--- src/rtl/multicycle_control_if.sv ---
// Control/datapath bundle between the multicycle controller and the datapath/memories.
// master = controller view, slave = datapath view.
interface multicycle_control_if;
    logic [5:0] Opcode;
    logic [5:0] Func;
    logic       Zero;
    logic       Instr_Ack;
    logic       Mem_Ack;
    logic [3:0] ALU_op;
    logic       ALU_Bsel;
    logic [1:0] Imm_ext;
    logic       PC_LdEn;
    logic       PC_sel;
    logic       IR_LdEn;
    logic       RF_WrEn;
    logic       RF_Wsel;
    logic       Instr_Req;
    logic       Mem_Req;
    logic       Mem_WE;
    logic       Illegal;
    logic       Bus_Err;

    modport master (
        input  Opcode, Func, Zero, Instr_Ack, Mem_Ack,
        output ALU_op, ALU_Bsel, Imm_ext, PC_LdEn, PC_sel, IR_LdEn,
               RF_WrEn, RF_Wsel, Instr_Req, Mem_Req, Mem_WE, Illegal, Bus_Err
    );

    modport slave (
        output Opcode, Func, Zero, Instr_Ack, Mem_Ack,
        input  ALU_op, ALU_Bsel, Imm_ext, PC_LdEn, PC_sel, IR_LdEn,
               RF_WrEn, RF_Wsel, Instr_Req, Mem_Req, Mem_WE, Illegal, Bus_Err
    );
endinterface

--- src/rtl/multicycle_control.sv ---
// Multicycle CPU control FSM: fetch/decode/execute/memory/writeback sequencing
// with req/ack waits guarded by an ack timeout.
module multicycle_control #(
    parameter int ACK_TIMEOUT = 16,
    parameter int TW          = 5
) (
    input  logic                  Clk,
    input  logic                  Reset,
    multicycle_control_if.master  bus
);
    typedef enum logic [3:0] {
        S_INIT, S_FETCH, S_DECODE, S_EXEC_R, S_EXEC_I, S_WB_ALU,
        S_EXEC_BR, S_ADDR, S_MEM_RD, S_MEM_WR, S_WB_MEM
    } state_t;

    localparam logic [5:0] OP_R    = 6'b100000;
    localparam logic [5:0] OP_ADDI = 6'b110000;
    localparam logic [5:0] OP_ANDI = 6'b110010;
    localparam logic [5:0] OP_ORI  = 6'b110011;
    localparam logic [5:0] OP_B    = 6'b000000;
    localparam logic [5:0] OP_BEQ  = 6'b000001;
    localparam logic [5:0] OP_BNE  = 6'b000010;
    localparam logic [5:0] OP_LW   = 6'b001111;
    localparam logic [5:0] OP_SW   = 6'b011111;

    state_t        state, state_next;
    logic [TW-1:0] tmo_cnt;
    logic          tmo_hit, tmo_clr, hold_ld;
    logic [3:0]    alu_op, alu_q;
    logic          alu_bsel, bsel_q;
    logic [1:0]    imm_ext, imm_q;
    logic          bus_err, req;
    logic          unused_func_hi;

    assign unused_func_hi = ^bus.Func[5:4];

    function automatic logic alu_legal(input logic [3:0] f);
        case (f)
            4'b0000, 4'b0001, 4'b0010, 4'b0011, 4'b0100,
            4'b1000, 4'b1001, 4'b1010, 4'b1100, 4'b1101: return 1'b1;
            default:                                      return 1'b0;
        endcase
    endfunction

    // Hit on the ACK_TIMEOUT-th consecutive Req cycle; an Ack that cycle still wins.
    assign tmo_hit = (tmo_cnt == TW'(ACK_TIMEOUT - 1));

    always_ff @(posedge Clk or posedge Reset) begin
        if (Reset) begin
            state   <= S_INIT;
            tmo_cnt <= '0;
            alu_q   <= '0;
            bsel_q  <= 1'b0;
            imm_q   <= '0;
        end else begin
            state <= state_next;
            if (tmo_clr)  tmo_cnt <= '0;
            else if (req) tmo_cnt <= tmo_cnt + 1'b1;
            if (hold_ld) begin
                alu_q  <= alu_op;
                bsel_q <= alu_bsel;
                imm_q  <= imm_ext;
            end
        end
    end

    always_comb begin
        state_next    = state;
        alu_op        = 4'b0000;
        alu_bsel      = 1'b0;
        imm_ext       = 2'b00;
        hold_ld       = 1'b0;
        bus_err       = 1'b0;
        bus.PC_LdEn   = 1'b0;
        bus.PC_sel    = 1'b0;
        bus.IR_LdEn   = 1'b0;
        bus.RF_WrEn   = 1'b0;
        bus.RF_Wsel   = 1'b0;
        bus.Instr_Req = 1'b0;
        bus.Mem_Req   = 1'b0;
        bus.Mem_WE    = 1'b0;
        bus.Illegal   = 1'b0;
        case (state)
            S_INIT: state_next = S_FETCH;
            S_FETCH: begin
                bus.Instr_Req = 1'b1;
                if (bus.Instr_Ack) begin
                    bus.IR_LdEn = 1'b1;
                    bus.PC_LdEn = 1'b1;
                    state_next  = S_DECODE;
                end else if (tmo_hit) begin
                    bus_err = 1'b1;
                end
            end
            S_DECODE: begin
                case (bus.Opcode)
                    OP_R: begin
                        if (alu_legal(bus.Func[3:0])) state_next = S_EXEC_R;
                        else begin
                            bus.Illegal = 1'b1;
                            state_next  = S_FETCH;
                        end
                    end
                    OP_ADDI, OP_ANDI, OP_ORI: state_next = S_EXEC_I;
                    OP_B, OP_BEQ, OP_BNE:     state_next = S_EXEC_BR;
                    OP_LW, OP_SW:             state_next = S_ADDR;
                    default: begin
                        bus.Illegal = 1'b1;
                        state_next  = S_FETCH;
                    end
                endcase
            end
            S_EXEC_R: begin
                alu_op     = bus.Func[3:0];
                hold_ld    = 1'b1;
                state_next = S_WB_ALU;
            end
            S_EXEC_I: begin
                alu_bsel = 1'b1;
                case (bus.Opcode)
                    OP_ANDI: begin alu_op = 4'b0010; imm_ext = 2'b01; end
                    OP_ORI:  begin alu_op = 4'b0011; imm_ext = 2'b01; end
                    default: begin alu_op = 4'b0000; imm_ext = 2'b00; end
                endcase
                hold_ld    = 1'b1;
                state_next = S_WB_ALU;
            end
            S_WB_ALU: begin
                alu_op      = alu_q;
                alu_bsel    = bsel_q;
                imm_ext     = imm_q;
                bus.RF_WrEn = 1'b1;
                state_next  = S_FETCH;
            end
            S_EXEC_BR: begin
                alu_op     = 4'b0001;
                imm_ext    = 2'b10;
                bus.PC_sel = 1'b1;
                case (bus.Opcode)
                    OP_BEQ:  bus.PC_LdEn = bus.Zero;
                    OP_BNE:  bus.PC_LdEn = ~bus.Zero;
                    default: bus.PC_LdEn = 1'b1;
                endcase
                state_next = S_FETCH;
            end
            S_ADDR: begin
                alu_bsel   = 1'b1;
                hold_ld    = 1'b1;
                state_next = (bus.Opcode == OP_SW) ? S_MEM_WR : S_MEM_RD;
            end
            S_MEM_RD, S_MEM_WR: begin
                alu_op      = alu_q;
                alu_bsel    = bsel_q;
                imm_ext     = imm_q;
                bus.Mem_Req = 1'b1;
                bus.Mem_WE  = (state == S_MEM_WR);
                if (bus.Mem_Ack) begin
                    state_next = (state == S_MEM_RD) ? S_WB_MEM : S_FETCH;
                end else if (tmo_hit) begin
                    bus_err    = 1'b1;
                    state_next = S_FETCH;
                end
            end
            S_WB_MEM: begin
                bus.RF_WrEn = 1'b1;
                bus.RF_Wsel = 1'b1;
                state_next  = S_FETCH;
            end
            default: state_next = S_INIT;
        endcase
    end

    // A timeout in FETCH stays in FETCH, so it must restart the count explicitly.
    assign tmo_clr      = (state_next != state) || bus_err;
    assign req          = bus.Instr_Req | bus.Mem_Req;
    assign bus.ALU_op   = alu_op;
    assign bus.ALU_Bsel = alu_bsel;
    assign bus.Imm_ext  = imm_ext;
    assign bus.Bus_Err  = bus_err;
endmodule

--- src/flat_wrapper.sv ---
// flat-port wrapper written by rule: the top's interface ports become plain ports
module multicycle_control_flat 
#(
    parameter int ACK_TIMEOUT = 16,
    parameter int TW          = 5
)
  (Clk, Reset, bus_Opcode, bus_Func, bus_Zero, bus_Instr_Ack, bus_Mem_Ack, bus_ALU_op, bus_ALU_Bsel, bus_Imm_ext, bus_PC_LdEn, bus_PC_sel, bus_IR_LdEn, bus_RF_WrEn, bus_RF_Wsel, bus_Instr_Req, bus_Mem_Req, bus_Mem_WE, bus_Illegal, bus_Bus_Err);
  multicycle_control_if bus_i ();
  input  logic Clk;
  input  logic Reset;
  input wire logic [$bits(bus_i.Opcode)-1:0] bus_Opcode;
  input wire logic [$bits(bus_i.Func)-1:0] bus_Func;
  input wire logic [$bits(bus_i.Zero)-1:0] bus_Zero;
  input wire logic [$bits(bus_i.Instr_Ack)-1:0] bus_Instr_Ack;
  input wire logic [$bits(bus_i.Mem_Ack)-1:0] bus_Mem_Ack;
  output wire logic [$bits(bus_i.ALU_op)-1:0] bus_ALU_op;
  output wire logic [$bits(bus_i.ALU_Bsel)-1:0] bus_ALU_Bsel;
  output wire logic [$bits(bus_i.Imm_ext)-1:0] bus_Imm_ext;
  output wire logic [$bits(bus_i.PC_LdEn)-1:0] bus_PC_LdEn;
  output wire logic [$bits(bus_i.PC_sel)-1:0] bus_PC_sel;
  output wire logic [$bits(bus_i.IR_LdEn)-1:0] bus_IR_LdEn;
  output wire logic [$bits(bus_i.RF_WrEn)-1:0] bus_RF_WrEn;
  output wire logic [$bits(bus_i.RF_Wsel)-1:0] bus_RF_Wsel;
  output wire logic [$bits(bus_i.Instr_Req)-1:0] bus_Instr_Req;
  output wire logic [$bits(bus_i.Mem_Req)-1:0] bus_Mem_Req;
  output wire logic [$bits(bus_i.Mem_WE)-1:0] bus_Mem_WE;
  output wire logic [$bits(bus_i.Illegal)-1:0] bus_Illegal;
  output wire logic [$bits(bus_i.Bus_Err)-1:0] bus_Bus_Err;
  assign bus_i.Opcode = bus_Opcode;
  assign bus_i.Func = bus_Func;
  assign bus_i.Zero = bus_Zero;
  assign bus_i.Instr_Ack = bus_Instr_Ack;
  assign bus_i.Mem_Ack = bus_Mem_Ack;
  assign bus_ALU_op = bus_i.ALU_op;
  assign bus_ALU_Bsel = bus_i.ALU_Bsel;
  assign bus_Imm_ext = bus_i.Imm_ext;
  assign bus_PC_LdEn = bus_i.PC_LdEn;
  assign bus_PC_sel = bus_i.PC_sel;
  assign bus_IR_LdEn = bus_i.IR_LdEn;
  assign bus_RF_WrEn = bus_i.RF_WrEn;
  assign bus_RF_Wsel = bus_i.RF_Wsel;
  assign bus_Instr_Req = bus_i.Instr_Req;
  assign bus_Mem_Req = bus_i.Mem_Req;
  assign bus_Mem_WE = bus_i.Mem_WE;
  assign bus_Illegal = bus_i.Illegal;
  assign bus_Bus_Err = bus_i.Bus_Err;
  multicycle_control #(.ACK_TIMEOUT(ACK_TIMEOUT), .TW(TW)) u_core (.Clk(Clk), .Reset(Reset), .bus(bus_i));
endmodule
--- config.mk ---
export PLATFORM = sky130hd
export DESIGN_NAME = multicycle_control_flat
export DESIGN_NICKNAME = d
export VERILOG_FILES = /design/src/rtl/multicycle_control_if.sv /design/src/rtl/multicycle_control.sv /design/src/flat_wrapper.sv
export SDC_FILE = /design/constraint.sdc
export NUM_CORES = 1
export LEC_CHECK = 0
export BUFFER_PORTS_ARGS = -buffer_cell sky130_fd_sc_hd__buf_2
export CORE_MARGIN = 10
export CORE_UTILIZATION = 44
export DETAILED_ROUTE_END_ITERATION = 12
export PLACE_DENSITY_LB_ADDON = 0.08
export SLEW_MARGIN = 20
export SYNTH_ARGS = -nofsm -noshare
export SYNTH_HDL_FRONTEND = slang
export SYNTH_SLANG_ARGS = --single-unit
--- constraint.sdc ---
create_clock -name Clk -period 4.45 [get_ports Clk]
set_input_delay 0.445 -clock Clk [delete_from_list [all_inputs] [get_ports Clk]]
set_output_delay 0.445 -clock Clk [all_outputs]
set_load 0.03 [all_outputs]
==> results of run 1 <==
power by group through the flow:
stage	Clock [mW]	Combinational, mW	Sequential [mW]
2_1_floorplan	0	0.446	0.200
3_3_place_gp	0	0.498	0.265
3_5_place_dp	0	0.506	0.267
4_1_cts	0.0765	0.508	0.264
5_1_grt	0.0840	0.561	0.276
6_report	0.0739	0.507	0.267
routing by layer:
layer  GRT usage [%]  wire length (µm)  share of wire, %
met1            16.4              1650                44
met2            22.6              1790                48
met3            2.60               206               5.5
met4            5.36                76               2.0
met5               0                 0                 0
area by class of cell:
cell class	instances	area share, %
Timing Repair Buffer	31	10.0
Inverter	5	1.22
Multi-Input combinational cell	140	58.7
Clock buffer	3	1.46
Tap cell	33	2.67
Sequential cell	16	25.9
metrics by stage:
stage | cells | worst slack, ns | hold WS (ns) | cell area [µm²]
finish | 228 | 1.78 | 0.216 | 1540
global route | 228 | 1.66 | 0.253 | 1540
CTS | 228 | 1.82 | 0.235 | 1540
detailed placement | 225 | 2.14 | 0.470 | 1520
global placement | 225 | 2.14 | 0.459 | 1520
floorplan | 170 | 2.16 | 0.359 | 1370
worst paths after layout:
| kind | slack (ns) | startpoint | to | cells past startpoint |
|---|---|---|---|---|
| setup / recovery | 1.78 | u_core.state[1] | bus_Illegal | 5 |
| hold / removal | 0.22 | Reset | u_core.imm_q[0] | 2 |
| setup reg to reg | 2.17 | u_core.state[1] | u_core.tmo_cnt[4] | 5 |
| hold reg to reg | 0.49 | u_core.alu_q[1] | u_core.alu_q[1] | 1 |
| max in group asynchronous | 3.84 | Reset | u_core.alu_q[3] | 2 |
| min in group Clk | 0.49 | u_core.alu_q[1] | u_core.alu_q[1] | 1 |
cell usage in the layout, fill, tap and decap left out, drive strengths merged, types with 2 or more instances in the layout:
| cell type | count |
|---|---|
| mux2i | 2 |
| nand2 | 11 |
| dfrtp | 16 |
| and3 | 5 |
| o21bai | 3 |
| a21o | 7 |
| a22oi | 2 |
| ha | 2 |
| xor2 | 3 |
| nor2b | 6 |
| nor3b | 3 |
| and2 | 2 |
| nor3 | 7 |
| nand3b | 3 |
| nand3 | 2 |
| nand2b | 9 |
| nor2 | 16 |
| inv | 5 |
| buf | 31 |
| o2111ai | 3 |
| a21oi | 15 |
| clkbuf | 3 |
| o21ai | 12 |
worst max-delay path: stages, from the launching register on:
cell	delay [ns]
dfrtp_1	0.80
nand2b_1	0.32
nor2_1	0.18
o2111ai_1	0.18
o21ba_2	0.28
buf_2	0.18
sequential cells by signal (all words and copies together) (netlist names):
signal          flops
u_core.alu_q        4
u_core.bsel_q       1
u_core.imm_q        2
u_core.state        4
u_core.tmo_cnt      5
kinds of logic after synthesis:
| logic type | count (synthesis) | share of synthesized area (%) |
|---|---|---|
| xor+xnor | 4 | 2.57 |
| compound gates | 59 | 30.3 |
| fa+ha+maj | 2 | 1.83 |
| buf+inv | 14 | 4.31 |
| flops | 16 | 29.3 |
| simple gates | 72 | 29.3 |
| mux | 3 | 2.29 |
==> metrics.md, run 1 <==
| Metric | Value |
|---|---|
| Synth warnings | 0 |
| # port buffers | 31 |
| Post-synthesis cell count | 170 |
| CP Class | reg2out |
| Fin crit period | 2.67 ns |
| Die width | 75.7 µm |
| Synth area leader | dfrtp_1 |
| Floorplan Core Area | 3000 µm² |
| Routed wire length | roughly 3.7 mm |
| Nets | 216 |
| Switching pwr | 0.449 mW |
| Internal | 0.399 mW |
| Effective utilization at floorplan | ~45% |
| RSZ-0062 raised after global routing | no |
| Io pins | 34 |
| Fmax | roughly 370 MHz |
| Register area | 400 µm² |
| Final hold vios | 0 |
| Tot Pwr | between 0.8 and 0.9 mW |
| CP Launch Type | register |
| Placement Rows | 20 |
| Root Buffer | clkbuf_4 |
| Worst skew pair latency | between 0.2 and 0.3 ns |
| Pre-antenna DRT Iters | 4 |
| Full die area | 5730 µm² |
| CTS tree | done |
| Post-synth EDFFs | 0 |
| # H-tree levels | 1 |
| Number of global-route vias before repair | 1285 |
| Maxcap violations | 0 |
| Synthesized area per cell | 8.03 µm² |
| Placer congestion estimate | 0.918 |
| Tightest Pin Transition | about 0.70 ns |
| Mapped Area | 1370 µm² |
| DIE HEIGHT | 75.7 µm |
| DRC | 0 |
| # fillers | 311 |
| Post-CTS resize count | 0 |
| First-pass GRT wire length | 6.04 mm |
| ANT nets after route | 0 |
| Sink Count | 16 |
| Seq pwr share | between 30% and 40% |
| WL/cell | between 15 and 20 µm |
| Grt total ovfl | 0 |
| Clock buffer count from CTS | 3 |
| Synthesis-stage register bit count | 16 |
| Clock network power share | 8.7% |
| DP HPWL | 2.91 mm |
| Setup TNS | 0 ns |
| Peak supply drop | 0.282 mV |
| Hold Buf Count CTS | 0 |
| Vias | 1355 |
| Post-synth top cells | 16 x dfrtp_1, 16 x nor2_1, 15 x a21oi_1 |
| Post-synthesis sequential area ratio | 29.3% |
| Status | completed |
| Clock slew at reported path FFs | 0.09 ns |
| Post-synthesis cell type count | 51 |
| Post-CTS Setup Inserts | 0 |
| Critical Path Sink Type | primary output |
| Max_slew headroom | 53.6% |
| Via density | 5.94 |
| Logic pwr share | about three fifths |
| GR Util All Layers | 13.4% |
| Final Util | 51.4% |
| Leakage | 0.774 nW |
| Crit-path max FO | 22 |
| P&R area growth vs syn | 13.1% |
| Area of the multi-input gates | 906 µm² |
| CP Data Required Time | 4.01 ns |
| Max Transition Viols Final | 0 |
| Power per cell area | 549 nW/µm² |
| Largest net degree at the start of global routing | 23 |
| # diodes | 0 |
| Top FF cell, synth | dfrtp_1 |
| Setup Viol. Count Final | 0 |
| Synth Net Count | 189 |
| Sw frac | 53.0% |
| Iter 0 DRT Violations | 161 |
| HP Class | in2async |
| Tcrit/Tclk final | 60.0% |
| Synth area leaders | dfrtp_1 29%, a21oi_1 5.5%, o21ai_0 4.4% |
| Layout cells sized above 1 | 20.5% |
| CP arrival | 2.23 ns |
| Initial antenna violation count | 0 |
| Asr flop ratio synth | 100% |
| Max Buffers Root-to-Sink | 2 |
| Clk_skew | 0.00268 ns |
| Proportion of netlist area held by the largest area contributor | 29.3% |
Note: power is estimated with default switching activity, not from simulation.
==> inputs of run 2 (changes only) <==
Clock period 4.45 ns to 2.25 ns, I/O delays scaled along.
==> run 2 against run 1 <==
Against the previous run:
- the flow now finishes with violations (hold timing)
- combinational power rose by 130%
- count of clock-buffer cells in the layout grew 1
- design area rose by 6.2%
- clock power grew to 2.5 times the previous value
- wire length grew 2.2%
- sequential share of layout area down 1.2 points
- flip-flop and latch count is the same
- critical endpoint is now bus_ALU_op[0]
- highest routed layer unchanged
==> metrics.md, run 2 (synthesis results as in run 1) <==
| Metric | Value |
|---|---|
| Max_slew headroom | 61.7% (+8.2 points) |
| Leakage | 0.814 nW (+5.2%) |
| Tcrit/Tclk final | 94.8% |
| GR Util All Layers | 13.5% (+0.041 points) |
| RR Endpoint | u_core.tmo_cnt[0] |
| Power per cell area | 1130 nW/µm² (+110%) |
| Status | finished, violations left |
| WHS | -0.0188 ns (-0.235 ns) |
| Effective utilization at floorplan | 45.5% (unchanged) |
| Layout cells sized above 1 | 27.6% (+7.1 points) |
| Crit-path max FO | 15 (-32%) |
| # H-tree levels | 1 (unchanged) |
| Max Transition Viols Final | 0 (unchanged) |
| DRC | 0 (unchanged) |
| Largest register by flop count | u_core.tmo_cnt |
| Iter 0 DRT Violations | 66 (-59%) |
| CP max stage delay | 0.51 ns (-0.29 ns) |
| CP arrival | 1.91 ns (-0.32 ns) |
| ANT nets after route | 0 (unchanged) |
| Io pins | 34 (unchanged) |
| Critical Path Sink Type | primary output |
| Commonest non-fill, non-tap cell in the layout | buf_2 |
| Crit-path cells | nor2b_2, and4_1, a22o_1, a211o_1, buf_2 |
| Area of the multi-input gates | 931 µm² (+2.8%) |
| Max Buffers Root-to-Sink | 2 (unchanged) |
| CTS tree | done |
| Tightest Pin Transition | 0.573 ns (-0.123 ns) |
| FF-to-FF setup slack | 0.16 ns (-2.01 ns) |
| Final hold vios | 16 (+16) |
| # fillers | 302 (-2.9%) |
| WL/cell | 16.1 µm (-1.3%) |
| Largest net degree at the start of global routing | 19 (-17%) |
| Worst skew pair latency | 0.28 ns (about the same) |
| Max FFs per register | 5 (unchanged) |
| CP Class | reg2out |
| Fmax | 469 MHz |
| RR Startpoint | u_core.tmo_cnt[0] |
| Failing checks | hold timing |
| Placement Rows | 20 (unchanged) |
| Commonest cells after routing, fill and taps aside | 31 x buf_2, 16 x nor2_1, 15 x a21oi_1, 12 x o21ai_0, 12 x dfrtp_1 |
| Number of global-route vias before repair | 1254 (-2.4%) |
| CP Launch Type | register |
| RSZ-0062 raised after global routing | no |
| # diodes | 0 (unchanged) |
| Routed wire length | 3.81 mm (+2.2%) |
| Setup Viol. Count Final | 0 (unchanged) |
| Largest regs | u_core.tmo_cnt (5), u_core.alu_q (4), u_core.state (4) |
| P&R area growth vs syn | 20.2% |
| Final Non-Filler Cells | 236 (+3.5%) |
| Clock buffer count from CTS | 3 (unchanged) |
| Peak supply drop | 0.623 mV (+120%) |
| DIE HEIGHT | 75.7 µm (unchanged) |
| Floorplan Core Area | 3000 µm² (unchanged) |
| Fin crit period | 2.13 ns |
| Root Buffer | clkbuf_4 |
| Nets | 223 (+3.2%) |
| CP Data Required Time | 2.03 ns (-1.98 ns) |
| Vias | 1414 (+4.4%) |
| Pre-antenna DRT Iters | 4 (unchanged) |
| Initial antenna violation count | 0 (unchanged) |
| HP Class | in2async |
| Via density | 5.99 (+0.82%) |
| Critical-path top delay cell | dfrtp_2 |
| Hold Buf Count CTS | 0 (unchanged) |
| Inst Count DP | 232 (+3.1%) |
| # port buffers | 31 (unchanged) |
| Register area | 405 µm² (+1.3%) |
| Clock slew at reported path FFs | 0.09 ns (about the same) |
| Clk_skew | 0.00752 ns (+0.00484 ns) |
| Placer congestion estimate | 0.844 (-8.1%) |
| Die width | 75.7 µm (unchanged) |
| DP HPWL | 3.09 mm (+6.3%) |
| Path depth of the worst reg2reg path | 8 (+3) |
| First-pass GRT wire length | 6.08 mm (+0.68%) |
| Full die area | 5730 µm² (unchanged) |
| Maxcap violations | 0 (unchanged) |
| Sink Count | 16 (unchanged) |
| Grt total ovfl | 0 (unchanged) |
==> run 2: metrics by stage <==
step | TNS (ns) | util, % | power (mW) | worst slack, ns | instance area, µm²
finish | 0 | 54.6 | 1.86 | 0.116 | 1640
global route | 0 | 54.6 | 2.01 | 0.0191 | 1640
CTS | -0.000993 | 53.7 | 1.81 | -0.000993 | 1610
detailed placement | 0 | 52.4 | 1.62 | 0.0242 | 1570
global placement | 0 | 52.4 | 1.59 | 0.136 | 1570
floorplan | 0 | - | 1.28 | 0.178 | 1370
==> run 2: worst max path at each step <==
stage | from | endpoint | slack (ns) | cells after the start
2_1_floorplan | u_core.state[3] | bus_PC_LdEn | 0.18 | 6
3_3_place_gp | u_core.tmo_cnt[0] | u_core.tmo_cnt[3] | 0.14 | 8
3_5_place_dp | u_core.tmo_cnt[0] | u_core.tmo_cnt[0] | 0.02 | 8
4_1_cts | u_core.tmo_cnt[0] | u_core.tmo_cnt[0] | -0.001 | 8
5_1_grt | u_core.state[2] | bus_Illegal | 0.02 | 5
6_report | u_core.state[2] | bus_ALU_op[0] | 0.12 | 5
==> run 2: timing repair <==
action | in CTS | in global routing
hold endpoints to repair | 0 | 0
gates cloned | 0 | 0
pin swaps | 1 | 3
gates resized for setup | 1 | 8
endpoints found under the setup margin | 2 | 13
buffers inserted | 0 | 0
==> run 2: where the power goes <==
group          switching [mW]  total [mW]  internal (mW)  leakage (nW)
combinational           0.714        1.17          0.458         0.584
clock                  0.0879       0.186         0.0985        0.0210
sequential              0.140       0.499          0.360         0.209
total                   0.942        1.86          0.916         0.814
==> run 2: area by class of cell <==
class                   count  area share [%]
multi-input cells         140            56.8
flip-flops and latches     16            24.7
inverters                   5            1.14
clock buffers               4            2.21
repair buffers             38            12.7
well taps                  33            2.52
==> run 2: critical path: cells and delay by family, from the launching register on <==
family	cells	cell delay [ns]
AO/OA/AOI/OAI	2	0.49
buffers and inverters	1	0.18
AND/OR/NAND/NOR	2	0.45
flip-flops	1	0.51
==> run 2: routing by layer <==
layer | wire [µm] | up-vias | track usage (%) | share of wire (%)
met5 | 0 | - | 0 | 0
met4 | 39 | 0 | 3.71 | 1.0
met3 | 189 | 7 | 2.34 | 5.0
met2 | 1930 | 36 | 23.4 | 51
met1 | 1650 | 673 | 16.6 | 43
li1 | - | 698 | - | -
